<file path="src/rtl/rv32i_fetch.sv">
// Instruction fetch unit: owns the fetch PC, issues single-outstanding word reads, and
// presents each fetched word to the decoder for one cycle (NOP bubble otherwise).
module rv32i_fetch #(
   parameter logic [31:0] RV32I_RESET_VECTOR = 32'h0000_0000,
   parameter logic [31:0] RV32I_NOP          = 32'h0000_0013
) (
   input  logic        clk,
   input  logic        reset_n,
   input  logic        stall,
   input  logic        branch_taken,
   input  logic [31:0] branch_addr,
   output logic        update_pc,
   output logic [31:0] instr,
   output logic [31:0] pc,
   output logic        instr_valid,
   output logic [31:0] imem_addr,
   output logic        imem_read,
   input  logic        imem_waitrequest,
   input  logic [31:0] imem_readdata,
   input  logic        imem_readdatavalid
);

   // Bit 0 is set only in S_REQ so imem_read comes straight off a state flop.
   typedef enum logic [2:0] {
      S_IDLE  = 3'b000,
      S_REQ   = 3'b001,
      S_WAIT  = 3'b010,
      S_HOLD  = 3'b100,
      S_FLUSH = 3'b110
   } state_t;

   state_t      state_q;
   logic [31:0] fetch_pc_q;
   logic [31:0] instr_q;
   logic [31:0] pc_q;
   logic        valid_q;
   logic [31:0] buf_instr_q;
   logic [31:0] buf_pc_q;

   logic [31:0] target_pc_d;
   logic [31:0] fetch_pc_inc_d;
   logic        req_accepted;
   logic        unused_addr_lsbs;

   assign target_pc_d      = {branch_addr[31:2], 2'b00};
   assign fetch_pc_inc_d   = fetch_pc_q + 32'd4;
   assign req_accepted     = (state_q == S_REQ) && !imem_waitrequest;
   assign unused_addr_lsbs = ^branch_addr[1:0];

   assign update_pc   = branch_taken;
   assign instr       = instr_q;
   assign pc          = pc_q;
   assign instr_valid = valid_q;
   assign imem_read   = state_q[0];
   assign imem_addr   = fetch_pc_q;

   always_ff @(posedge clk or negedge reset_n) begin
      if (!reset_n) begin
         state_q     <= S_IDLE;
         fetch_pc_q  <= RV32I_RESET_VECTOR;
         instr_q     <= RV32I_NOP;
         pc_q        <= RV32I_RESET_VECTOR;
         valid_q     <= 1'b0;
         buf_instr_q <= RV32I_NOP;
         buf_pc_q    <= RV32I_RESET_VECTOR;
      end else if (branch_taken) begin
         // Redirect beats stall and returning data; any in-flight read becomes stale.
         fetch_pc_q <= target_pc_d;
         instr_q    <= RV32I_NOP;
         valid_q    <= 1'b0;
         case (state_q)
            S_REQ:           state_q <= req_accepted ? S_FLUSH : S_REQ;
            S_WAIT, S_FLUSH: state_q <= imem_readdatavalid ? S_REQ : S_FLUSH;
            default:         state_q <= S_REQ;
         endcase
      end else begin
         if (!stall) begin
            instr_q <= RV32I_NOP;
            valid_q <= 1'b0;
         end
         case (state_q)
            S_IDLE: state_q <= S_REQ;
            S_REQ: begin
               if (!imem_waitrequest) state_q <= S_WAIT;
            end
            S_WAIT: begin
               if (imem_readdatavalid) begin
                  fetch_pc_q <= fetch_pc_inc_d;
                  if (stall) begin
                     buf_instr_q <= imem_readdata;
                     buf_pc_q    <= fetch_pc_q;
                     state_q     <= S_HOLD;
                  end else begin
                     instr_q <= imem_readdata;
                     pc_q    <= fetch_pc_q;
                     valid_q <= 1'b1;
                     state_q <= S_REQ;
                  end
               end
            end
            S_HOLD: begin
               if (!stall) begin
                  instr_q <= buf_instr_q;
                  pc_q    <= buf_pc_q;
                  valid_q <= 1'b1;
                  state_q <= S_REQ;
               end
            end
            S_FLUSH: begin
               if (imem_readdatavalid) state_q <= S_REQ;
            end
            default: state_q <= S_IDLE;
         endcase
      end
   end

   a_req_stable: assert property (@(posedge clk) disable iff (!reset_n)
      imem_read && imem_waitrequest && !branch_taken |=> imem_read && $stable(imem_addr));
   a_valid_pulse: assert property (@(posedge clk) disable iff (!reset_n)
      instr_valid && !stall |=> !instr_valid);
   a_addr_aligned: assert property (@(posedge clk) disable iff (!reset_n)
      imem_addr[1:0] == 2'b00);

endmodule

</file>
<file path="config.mk">
export PLATFORM = sky130hd
export DESIGN_NAME = rv32i_fetch
export DESIGN_NICKNAME = d
export VERILOG_FILES = /design/src/rtl/rv32i_fetch.sv
export SDC_FILE = /design/constraint.sdc
export NUM_CORES = 1
export LEC_CHECK = 0
export CAP_MARGIN = 15
export CORE_ASPECT_RATIO = 0.8
export CORE_MARGIN = 3
export CORE_UTILIZATION = 52
export CTS_BUF_LIST = sky130_fd_sc_hd__clkbuf_4 sky130_fd_sc_hd__clkbuf_8
export DETAILED_ROUTE_END_ITERATION = 8
export GPL_TIMING_DRIVEN = 1
export MAX_ROUTING_LAYER = met4
export PLACE_DENSITY = 0.83
export SLEW_MARGIN = 10
export SYNTH_ARGS = -nofsm -noshare
export SYNTH_HDL_FRONTEND = slang
export SYNTH_SLANG_ARGS = --single-unit
</file>
<file path="constraint.sdc">
create_clock -name clk -period 2.1 [get_ports clk]
set_input_delay 0.42 -clock clk [delete_from_list [all_inputs] [get_ports clk]]
set_output_delay 0.42 -clock clk [all_outputs]
set_load 0.005 [all_outputs]
</file>
==> results of run 1 <==
cells by family after synthesis:
| kind of cell | after synthesis | share of synthesized area (%) |
|---|---|---|
| DFF | 158 | 53.9 |
| and+or+nand+nor | 260 | 16.8 |
| AOI/OAI and AO/OA | 122 | 10.7 |
| adders and majority gates | 1 | 0.170 |
| muxes | 88 | 13.0 |
| buffers and inverters | 70 | 4.34 |
| xor gates and xnor gates | 9 | 1.07 |
| other | 1 | 0.0510 |
how the worst max path moves through the flow:
stage                                   start                        end  slack [ps]  depth (start not counted)
finish                     imem_readdatavalid  imem_addr[21]$_DFFE_PN0P_         120                          5
global route        imem_addr[11]$_DFFE_PN0P_  imem_addr[17]$_DFFE_PN0P_           1                          4
CTS                  imem_addr[3]$_DFFE_PN0P_  imem_addr[22]$_DFFE_PN0P_         110                          5
detailed placement         imem_readdatavalid        instr[24]$_DFF_PN0_        -530                          5
global placement           imem_readdatavalid        instr[12]$_DFF_PN0_        -400                          5
floorplan              state_q[0]$_DFFE_PN0P_  imem_addr[23]$_DFFE_PN0P_         170                          7
critical path: cells and delay by family:
family	cells	cell delay, ps
buffers and inverters	1	520
AOI/OAI and AO/OA	1	170
and+or+nand+nor	3	1240
what timing repair did:
| action | 4_1_cts | 5_1_grt |
|---|---|---|
| resized for setup | 1 | 1 |
| hold buffers | 1 | 0 |
| setup endpoints to repair | 4 | 3 |
| pin swaps | 0 | 0 |
| endpoints found under the hold margin | 35 | 0 |
sequential cells by signal, summed over array words and instances (netlist names):
signal       flops
buf_instr_q     32
buf_pc_q        30
imem_addr       30
instr           32
instr_valid      1
pc              30
state_q          3
layout by cell type, fill, tap and decap left out, drive strengths merged, types with 8 or more instances in the layout:
cell | synthesis | routed
buf | 21 | 44
nor2 | 26 | 26
mux2i | 29 | 29
o21ai | 45 | 45
a31oi | 35 | 35
nand4 | 17 | 17
dfrtp | 152 | 152
clkbuf | 40 | 22
mux2 | 59 | 59
inv | 8 | 8
nand3 | 50 | 50
clkdlybuf4s50 | 0 | 160
nand2 | 122 | 122
o31ai | 9 | 9
metrics by stage:
step	instance area (µm²)	setup TNS [ps]
final	9840	0
after global routing	9840	0
after CTS	9840	0
after detailed placement	9350	-17980
after global placement	9350	-14800
after floorplan	7360	0
report_power, final:
group          switching [mW]  internal [mW]
clock network            1.10           1.55
logic                    1.06           1.51
registers               0.520           3.93
total                    2.67           6.99
metal layers:
metal | part of all wire (%) | routed length [µm] | GRT usage [%] | vias up
met5 | 0 | 0 | - | -
met4 | 2.3 | 448 | 9.71 | 0
met3 | 5.6 | 1090 | 4.86 | 38
met2 | 48 | 9230 | 39.9 | 237
met1 | 44 | 8490 | 34.3 | 3058
li1 | - | - | - | 2864
layout make-up:
type / instances / area, µm²
Timing Repair Buffer: 205 / 2030
Clock buffer: 22 / 297
Sequential cell: 158 / 3960
Tap cell: 180 / 225
Multi-Input combinational cell: 484 / 3110
Fill cell: 931 / 3850
Inverter: 9 / 33.8
Clock inverter: 10 / 184
==> impl_metrics.yaml, run 1 <==
worst_setup_path:
  crit_type: "input port to flop"
  reg2reg_from: "imem_addr[11]$_DFFE_PN0P_"
  cpMaxStageDelayCell: "clkdlybuf4s50_1"
  rr_worst_depth: 4
  cp-start-kind: "input port"
  worst_ep_arrival_time_ps: 2360
  rrSetupSlack_ps: 140
  cp.required_ps: 2470
  cpPeakStageDelay_ps: 520
  cp_max_fo: 10
  crit-reg2reg-capture: "imem_addr[17]$_DFFE_PN0P_"
  cp-end-kind: "flop"
  path_cells: "clkdlybuf4s50_1 > nand4bb_1 > or3_4 > or4_1 > a31oi_1"
sta:
  whs_ps: 308
  fin_ws_ps: 116
  hold_viol: 0
  clock_skew_ps: 9.64
  rsz0062_at_grt: "false"
  drv_slew: 0
  relSlewSlack_pct: 52.3
  tightest_slew_ps: 714
  final.min_clock_period_ps: 1980
  timing.fmax_ghz: 0.504
  setup_viol: 0
  fin_crit_sh_pct: 94.5
cells_and_area:
  area_growth_pct: 33.8
  drive_above_1_share_pct: 17.2
  nNetsFinal: 946
  diodes: 0
  final_util_pct: 71.9
  finalNonFillerCells: 1068
hold_path:
  holdPathEnd: "imem_addr[16]$_DFFE_PN0P_"
  hold_path.class: "input port to flop"
  holdCritStartpoint: "branch_taken"
  hold_depth: 3
placement:
  place_congestion: 0.817
  dp_worst_setup_slack_ps: -533
  place_hpwl_um: 13400
  dp_cells: 1035
  port_buffers: 162
clock_tree:
  cts_tree: "built"
  post_cts_buffers: 0
  h-tree-depth: 4
  cts_buffers: 17
  cts_num_sinks: 158
  clk_pin_slew_ps: 90
  clock_latency_ps: 450
  cts_buffer_depth: 2
  cts-root-buf: "clkbuf_8"
yosys:
  synth.most_common_cell: "dfrtp_1"
  synth_cell_types: 53
  netlist_area_um2: 7350
  synth_common_cells: "152 x dfrtp_1, 122 x nand2_1, 59 x mux2_2, 50 x nand3_1, 45 x o21ai_0"
  syn_area_per_cell_um2: 10.4
  yosys_most_used_dff: "dfrtp_1"
  synth_cells: 709
  ys_async_sr_fraction_pct: 100
  synth_top_area_share_pct: 51.7
  yosys.area.top_type: "dfrtp_1"
  synth_edf_count: 0
  yosysWarningCount: 0
  yosys-top-cells-area: "dfrtp_1 52%, mux2_2 9.0%, nand2_1 6.2%"
  yosysSeqAreaShare_pct: 53.9
  ys_ff_latch: 158
floorplan:
  dieWidth_um: 139
  core_area_um2: 13700
  row_count: 38
  start_util_pct: 53.7
  die_h_um: 112
  ioPinCount: 169
  die-area_um2: 15600
detailed_routing:
  via_count: 6197
  routedWlPerCell_um: 18.0
  drc: 0
  viasPerCell: 5.80
  drtIter0Drc: 671
  wl_um: 19300
  antenna_left: 0
  drtPass1Iterations: 5
power_and_ir_drop:
  power_density_nw_per_um2: 982
  vdd_drop_max_mv: 0.563
  finalPower_mw: 9.66
  p_leak_nw: 4.11
outcome:
  status: "finished clean"
global_route:
  overflow: 0
  grt_pass1_vias: 6296
  grt_max_degree: 62
  grt_antenna_before_repair: 0
  grt_pass1_wl_um: 31500
  gr-usage-all-layers_pct: 25.8
flow_run:
  max-cap-violations: 0
Note: power is estimated with default switching activity, not from simulation.
==> inputs of run 2 (changes only) <==
--- a/config.mk
+++ b/config.mk
@@ -5,15 +5,16 @@
 export SDC_FILE = /design/constraint.sdc
 export NUM_CORES = 1
 export LEC_CHECK = 0
+export ABC_AREA = 1
 export CAP_MARGIN = 15
 export CORE_ASPECT_RATIO = 0.8
 export CORE_MARGIN = 3
-export CORE_UTILIZATION = 52
+export CORE_UTILIZATION = 40
 export CTS_BUF_LIST = sky130_fd_sc_hd__clkbuf_4 sky130_fd_sc_hd__clkbuf_8
 export DETAILED_ROUTE_END_ITERATION = 8
 export GPL_TIMING_DRIVEN = 1
 export MAX_ROUTING_LAYER = met4
-export PLACE_DENSITY = 0.83
+export PLACE_DENSITY = 0.67
 export SLEW_MARGIN = 10
 export SYNTH_ARGS = -nofsm -noshare
 export SYNTH_HDL_FRONTEND = slang
==> impl_metrics.yaml, run 2 <==
floorplan:
  ioPinCount: 169
  start_util_pct: 41.5
  die-area_um2: 20800
  dieWidth_um: 161
  die_h_um: 130
  row_count: 44
  core_area_um2: 18400
cells_and_area:
  nNetsFinal: 1155
  final_util_pct: 54.6
  regArea_um2: 3960
  layout_common_cells: "304 x nand2_1, 160 x clkdlybuf4s50_1, 152 x dfrtp_1"
  area_growth_pct: 31.5
  multiInputGateArea_um2: 3250
  fillers: 1749
  final_common_cell: "nand2_1"
  drive_above_1_share_pct: 10.1
worst_setup_path:
  cp-start-kind: "flop"
  reg2reg_from: "imem_addr[3]$_DFFE_PN0P_"
  path_cells: "clkdlybuf4s50_1"
  cpMaxStageDelayCell: "clkdlybuf4s50_1"
  crit_type: "flop to output pin"
  path_depth: 1
  cpPeakStageDelay_ps: 580
  startpoint: "imem_addr[7]$_DFFE_PN0P_"
  cp.required_ps: 1680
  cp-end-kind: "output pin"
  path_buf_inv: 1
  worst_ep_arrival_time_ps: 1590
  cp_max_fo: 7
  crit-reg2reg-capture: "imem_addr[12]$_DFFE_PN0P_"
  crit_family: "buffers and inverters"
  rr_worst_depth: 10
  rrSetupSlack_ps: 270
yosys:
  yosys.area.top_type: "dfrtp_1"
  synth.most_common_cell: "nand2_1"
  synth_cells: 928
  ys_async_sr_fraction_pct: 100
  synth_common_cells: "304 x nand2_1, 152 x dfrtp_1, 112 x o21ai_0, 73 x nand3_1, 62 x nor2_1"
  netlist_area_um2: 7660
  yosysSeqAreaShare_pct: 51.7
  ys_ff_latch: 158
  yosys_most_used_dff: "dfrtp_1"
  syn_area_per_cell_um2: 8.25
  yosys-top-cells-area: "dfrtp_1 50%, nand2_1 15%, o21ai_0 7.3%"
  synth_top_area_share_pct: 49.7
  synth_cell_types: 34
  yosysWarningCount: 0
  synth_edf_count: 0
sta:
  hold_viol: 0
  fin_crit_sh_pct: 95.8
  timing.fmax_ghz: 0.497
  clock_skew_ps: 10.7
  tightest_slew_ps: 516
  final.min_clock_period_ps: 2010
  tns_ps: 0
  rsz0062_at_grt: "false"
  setup_viol: 0
  drv_slew: 0
  relSlewSlack_pct: 65.6
detailed_routing:
  wl_met1_um: 10800
  drtPass1Iterations: 6
  wl_met2_um: 8880
  via_count: 6852
  antenna_left: 0
  wl_um: 21600
  wl_met3_um: 1630
  drc: 0
  routedWlPerCell_um: 16.0
  highest_layer: "met4"
  drtIter0Drc: 475
  viasPerCell: 5.07
clock_tree:
  clk_pin_slew_ps: 90
  cts_buffer_depth: 2
  clock_latency_ps: 460
  post_cts_buffers: 0
  cts_tree: "built"
  h-tree-depth: 4
  cts_buffers: 17
  cts_num_sinks: 158
  cts-root-buf: "clkbuf_8"
global_route:
  overflow: 0
  grt_max_degree: 59
  grt_antenna_before_repair: 0
  gr-usage-all-layers_pct: 21.8
  grt_pass1_wl_um: 34700
  grt_pass1_vias: 6357
power_and_ir_drop:
  p_leak_nw: 4.47
  power_density_nw_per_um2: 974
  vdd_drop_max_mv: 0.476
outcome:
  status: "finished clean"
placement:
  place_congestion: 0.911
  port_buffers: 162
  place_hpwl_um: 15500
hold_path:
  holdCritStartpoint: "branch_taken"
  hold_depth: 4
  holdPathEnd: "imem_addr[4]$_DFFE_PN0P_"
  hold_path.class: "input port to flop"
flow_run:
  max-cap-violations: 0
==> run 2: how the worst max path moves through the flow <==
stage / to / slack (ps)
after floorplan: buf_instr_q[22]$_DFFE_PN0P_ / 510
after global placement: buf_pc_q[7]$_DFFE_PN0P_ / 140
after detailed placement: buf_pc_q[15]$_DFFE_PN0P_ / 100
after CTS: imem_addr[7] / 70
after global routing: imem_addr[7] / 30
final: imem_addr[7] / 90
==> run 2: tightest hold or removal path: stages <==
cell and delay [ps]:
buf_2 170, inv_2 120, nor2_1 100, a211oi_1 50
==> run 2: area by class of cell <==
cell class / instances / area share, %
sequential: 158 / 39.3
clock inverter: 13 / 1.48
clock buffer: 19 / 2.53
multi-input combinational: 663 / 32.2
antenna: 1 / 0.0248
inverter: 55 / 2.05
tap: 253 / 3.14
timing repair buffer: 189 / 19.2
==> run 2: cell families after synthesis <==
| logic type | after synthesis | share of synthesized area [%] |
|---|---|---|
| multiplexers | 32 | 5.15 |
| AO/OA/AOI/OAI | 166 | 11.9 |
| flip-flops | 158 | 51.7 |
| adder cells (fa/ha/maj) | 1 | 0.163 |
| AND/OR/NAND/NOR | 456 | 24.3 |
| other | 1 | 0.0490 |
| XOR/XNOR | 4 | 0.457 |
| buffers and inverters | 110 | 6.21 |
==> run 2: stage by stage <==
stage	area, µm²	cells	hold slack [ps]	setup slack, ps	power (mW)
floorplan	7670	931	124	505	6.02
global placement	9660	1317	410	140	7.46
detailed placement	9660	1317	410	103	7.55
CTS	10100	1350	407	66.9	9.90
global route	10100	1350	432	31.9	10.5
finish	10100	1351	443	88.8	9.81
==> run 2: metal layers <==
layer / vias to the layer above / global-route usage [%]
li1: 3360 / -
met1: 3233 / 33.4
met2: 236 / 28.5
met3: 23 / 5.33
met4: 0 / 5.61
met5: - / -
==> run 2: what timing repair did <==
| item | 4_1_cts | 5_1_grt |
|---|---|---|
| hold endpoints to repair | 45 | 0 |
| hold buffers | 1 | 0 |
| gates resized for setup | 0 | 0 |
==> run 2: power breakdown <==
part | switching (mW) | internal [mW] | leakage, nW
Clock | 1.29 | 1.04 | 0.209
Combinational | 1.37 | 1.50 | 2.23
Sequential | 0.597 | 4.01 | 2.03
Total | 3.26 | 6.55 | 4.47
==> inputs of run 3 (changes only) <==
--- a/config.mk
+++ b/config.mk
@@ -14,7 +14,7 @@
 export DETAILED_ROUTE_END_ITERATION = 8
 export GPL_TIMING_DRIVEN = 1
 export MAX_ROUTING_LAYER = met4
-export PLACE_DENSITY = 0.67
+export PLACE_DENSITY = 0.66
 export SLEW_MARGIN = 10
 export SYNTH_ARGS = -nofsm -noshare
 export SYNTH_HDL_FRONTEND = slang
==> impl_metrics.yaml, run 3 (same netlist as run 2, synthesis figures left out) <==
outcome:
  status: "finished clean"
detailed_routing:
  drtPass1Iterations: 5
  viasPerCell: 5.12
  routedWlPerCell_um: 16.0
  wl_um: 21600
  drc: 0
  antenna_left: 0
  drtIter0Drc: 535
  via_count: 6906
hold_path:
  hold_path.class: "input port to flop"
power_and_ir_drop:
  vdd_drop_max_mv: 0.423
  p_int_mw: 6.52
  p_leak_nw: 4.44
  power_density_nw_per_um2: 977
  clockPowerShare_pct: 23.9
  power_frac_comb_pct: 29.3
  switchingPower_mw: 3.33
  p_sw_share_pct: 33.8
  seqPwrFrac_pct: 46.8
clock_tree:
  cts_buffers: 17
  cts-root-buf: "clkbuf_8"
  clk_pin_slew_ps: 100
  cts_tree: "built"
  cts_buffer_depth: 2
  cts_num_sinks: 158
  h-tree-depth: 4
  clock_latency_ps: 470
worst_setup_path:
  path_cells: "clkdlybuf4s50_1"
  cpPeakStageDelay_ps: 600
  cp-start-kind: "flop"
  cp-end-kind: "output pin"
  cp_max_fo: 8
  path_buf_inv: 1
  cpMaxStageDelayCell: "clkdlybuf4s50_1"
  cp.required_ps: 1680
  crit_type: "flop to output pin"
  worst_ep_arrival_time_ps: 1580
  crit_family: "buffers and inverters"
global_route:
  grt_antenna_before_repair: 0
  grt_max_degree: 61
  grt_pass1_wl_um: 34900
  grt_pass1_vias: 6431
  gr-usage-all-layers_pct: 21.8
  overflow: 0
cells_and_area:
  nNetsFinal: 1153
  diodes: 0
  area_growth_pct: 31.5
  final_util_pct: 54.6
  layout_common_cells: "304 x nand2_1, 160 x clkdlybuf4s50_1, 152 x dfrtp_1"
  final_common_cell: "nand2_1"
  drive_above_1_share_pct: 9.95
  final_area_um2: 10100
sta:
  setup_viol: 0
  hold_viol: 0
  final.min_clock_period_ps: 2000
  whs_ps: 306
  rsz0062_at_grt: "false"
  tns_ps: 0
  drv_slew: 0
  clock_skew_ps: 15.0
  timing.fmax_ghz: 0.499
  fin_crit_sh_pct: 95.3
floorplan:
  dieWidth_um: 161
  ioPinCount: 169
  die-area_um2: 20800
  die_h_um: 130
  start_util_pct: 41.5
  core_area_um2: 18400
  row_count: 44
flow_run:
  max-cap-violations: 0
placement:
  dpl_cell_area_um2: 9650
  place_congestion: 0.900
  port_buffers: 162
  place_hpwl_um: 15400
-- run 3: power by group through the flow --
stage / Combinational, mW / Clock, mW / Sequential (mW)
after floorplan: 1.47 / 0 / 4.55
after global placement: 2.85 / 0 / 4.63
after detailed placement: 2.90 / 0 / 4.67
after CTS: 2.91 / 2.40 / 4.61
after global routing: 3.23 / 2.54 / 4.74
final: 2.88 / 2.35 / 4.61
-- run 3: cell type report --
class	count	area, µm²
well taps	253	317
multi-input cells	663	3250
clock buffers	17	234
flip-flops and latches	158	3960
inverters	55	206
clock inverters	15	173
fillers	1722	8370
repair buffers	187	1930
-- run 3: per-layer routing --
layer,up-vias,GRT usage (%),share of wire [%]
met5,-,-,0
met4,0,5.11,1.1
met3,22,3.78,6.5
met2,253,29.8,41
met1,3276,33.6,51
li1,3355,-,-
-- run 3: worst paths after layout --
kind,depth (start not counted),end,start,slack [ps]
worst min-delay path,2,instr[14]$_DFF_PN0_,branch_taken,310
min in group asynchronous,2,instr[22]$_DFF_PN0_,reset_n,440
worst min register to register,2,buf_pc_q[17]$_DFFE_PN0P_,buf_pc_q[17]$_DFFE_PN0P_,490
max in group asynchronous,3,instr[4]$_DFF_PN1_,reset_n,960
worst max-delay path,1,imem_read,state_q[0]$_DFFE_PN0P_,100
worst max register to register,9,imem_addr[23]$_DFFE_PN0P_,imem_addr[2]$_DFFE_PN0P_,150
-- run 3: through the flow --
stage	instances	setup WS (ps)	total power [mW]
5_1_grt	1348	33.5	10.5
3_5_place_dp	1315	60.8	7.57
4_1_cts	1348	68.8	9.92
2_1_floorplan	931	505	6.02
3_3_place_gp	1315	114	7.48
6_report	1348	97.9	9.84
-- run 3: timing repair --
action                                  4_1_cts  5_1_grt
hold buffers                                  1        0
gates resized for setup                       0        0
hold endpoints to repair                     41        0
endpoints found under the setup margin        0        0
buffers inserted                              0        0
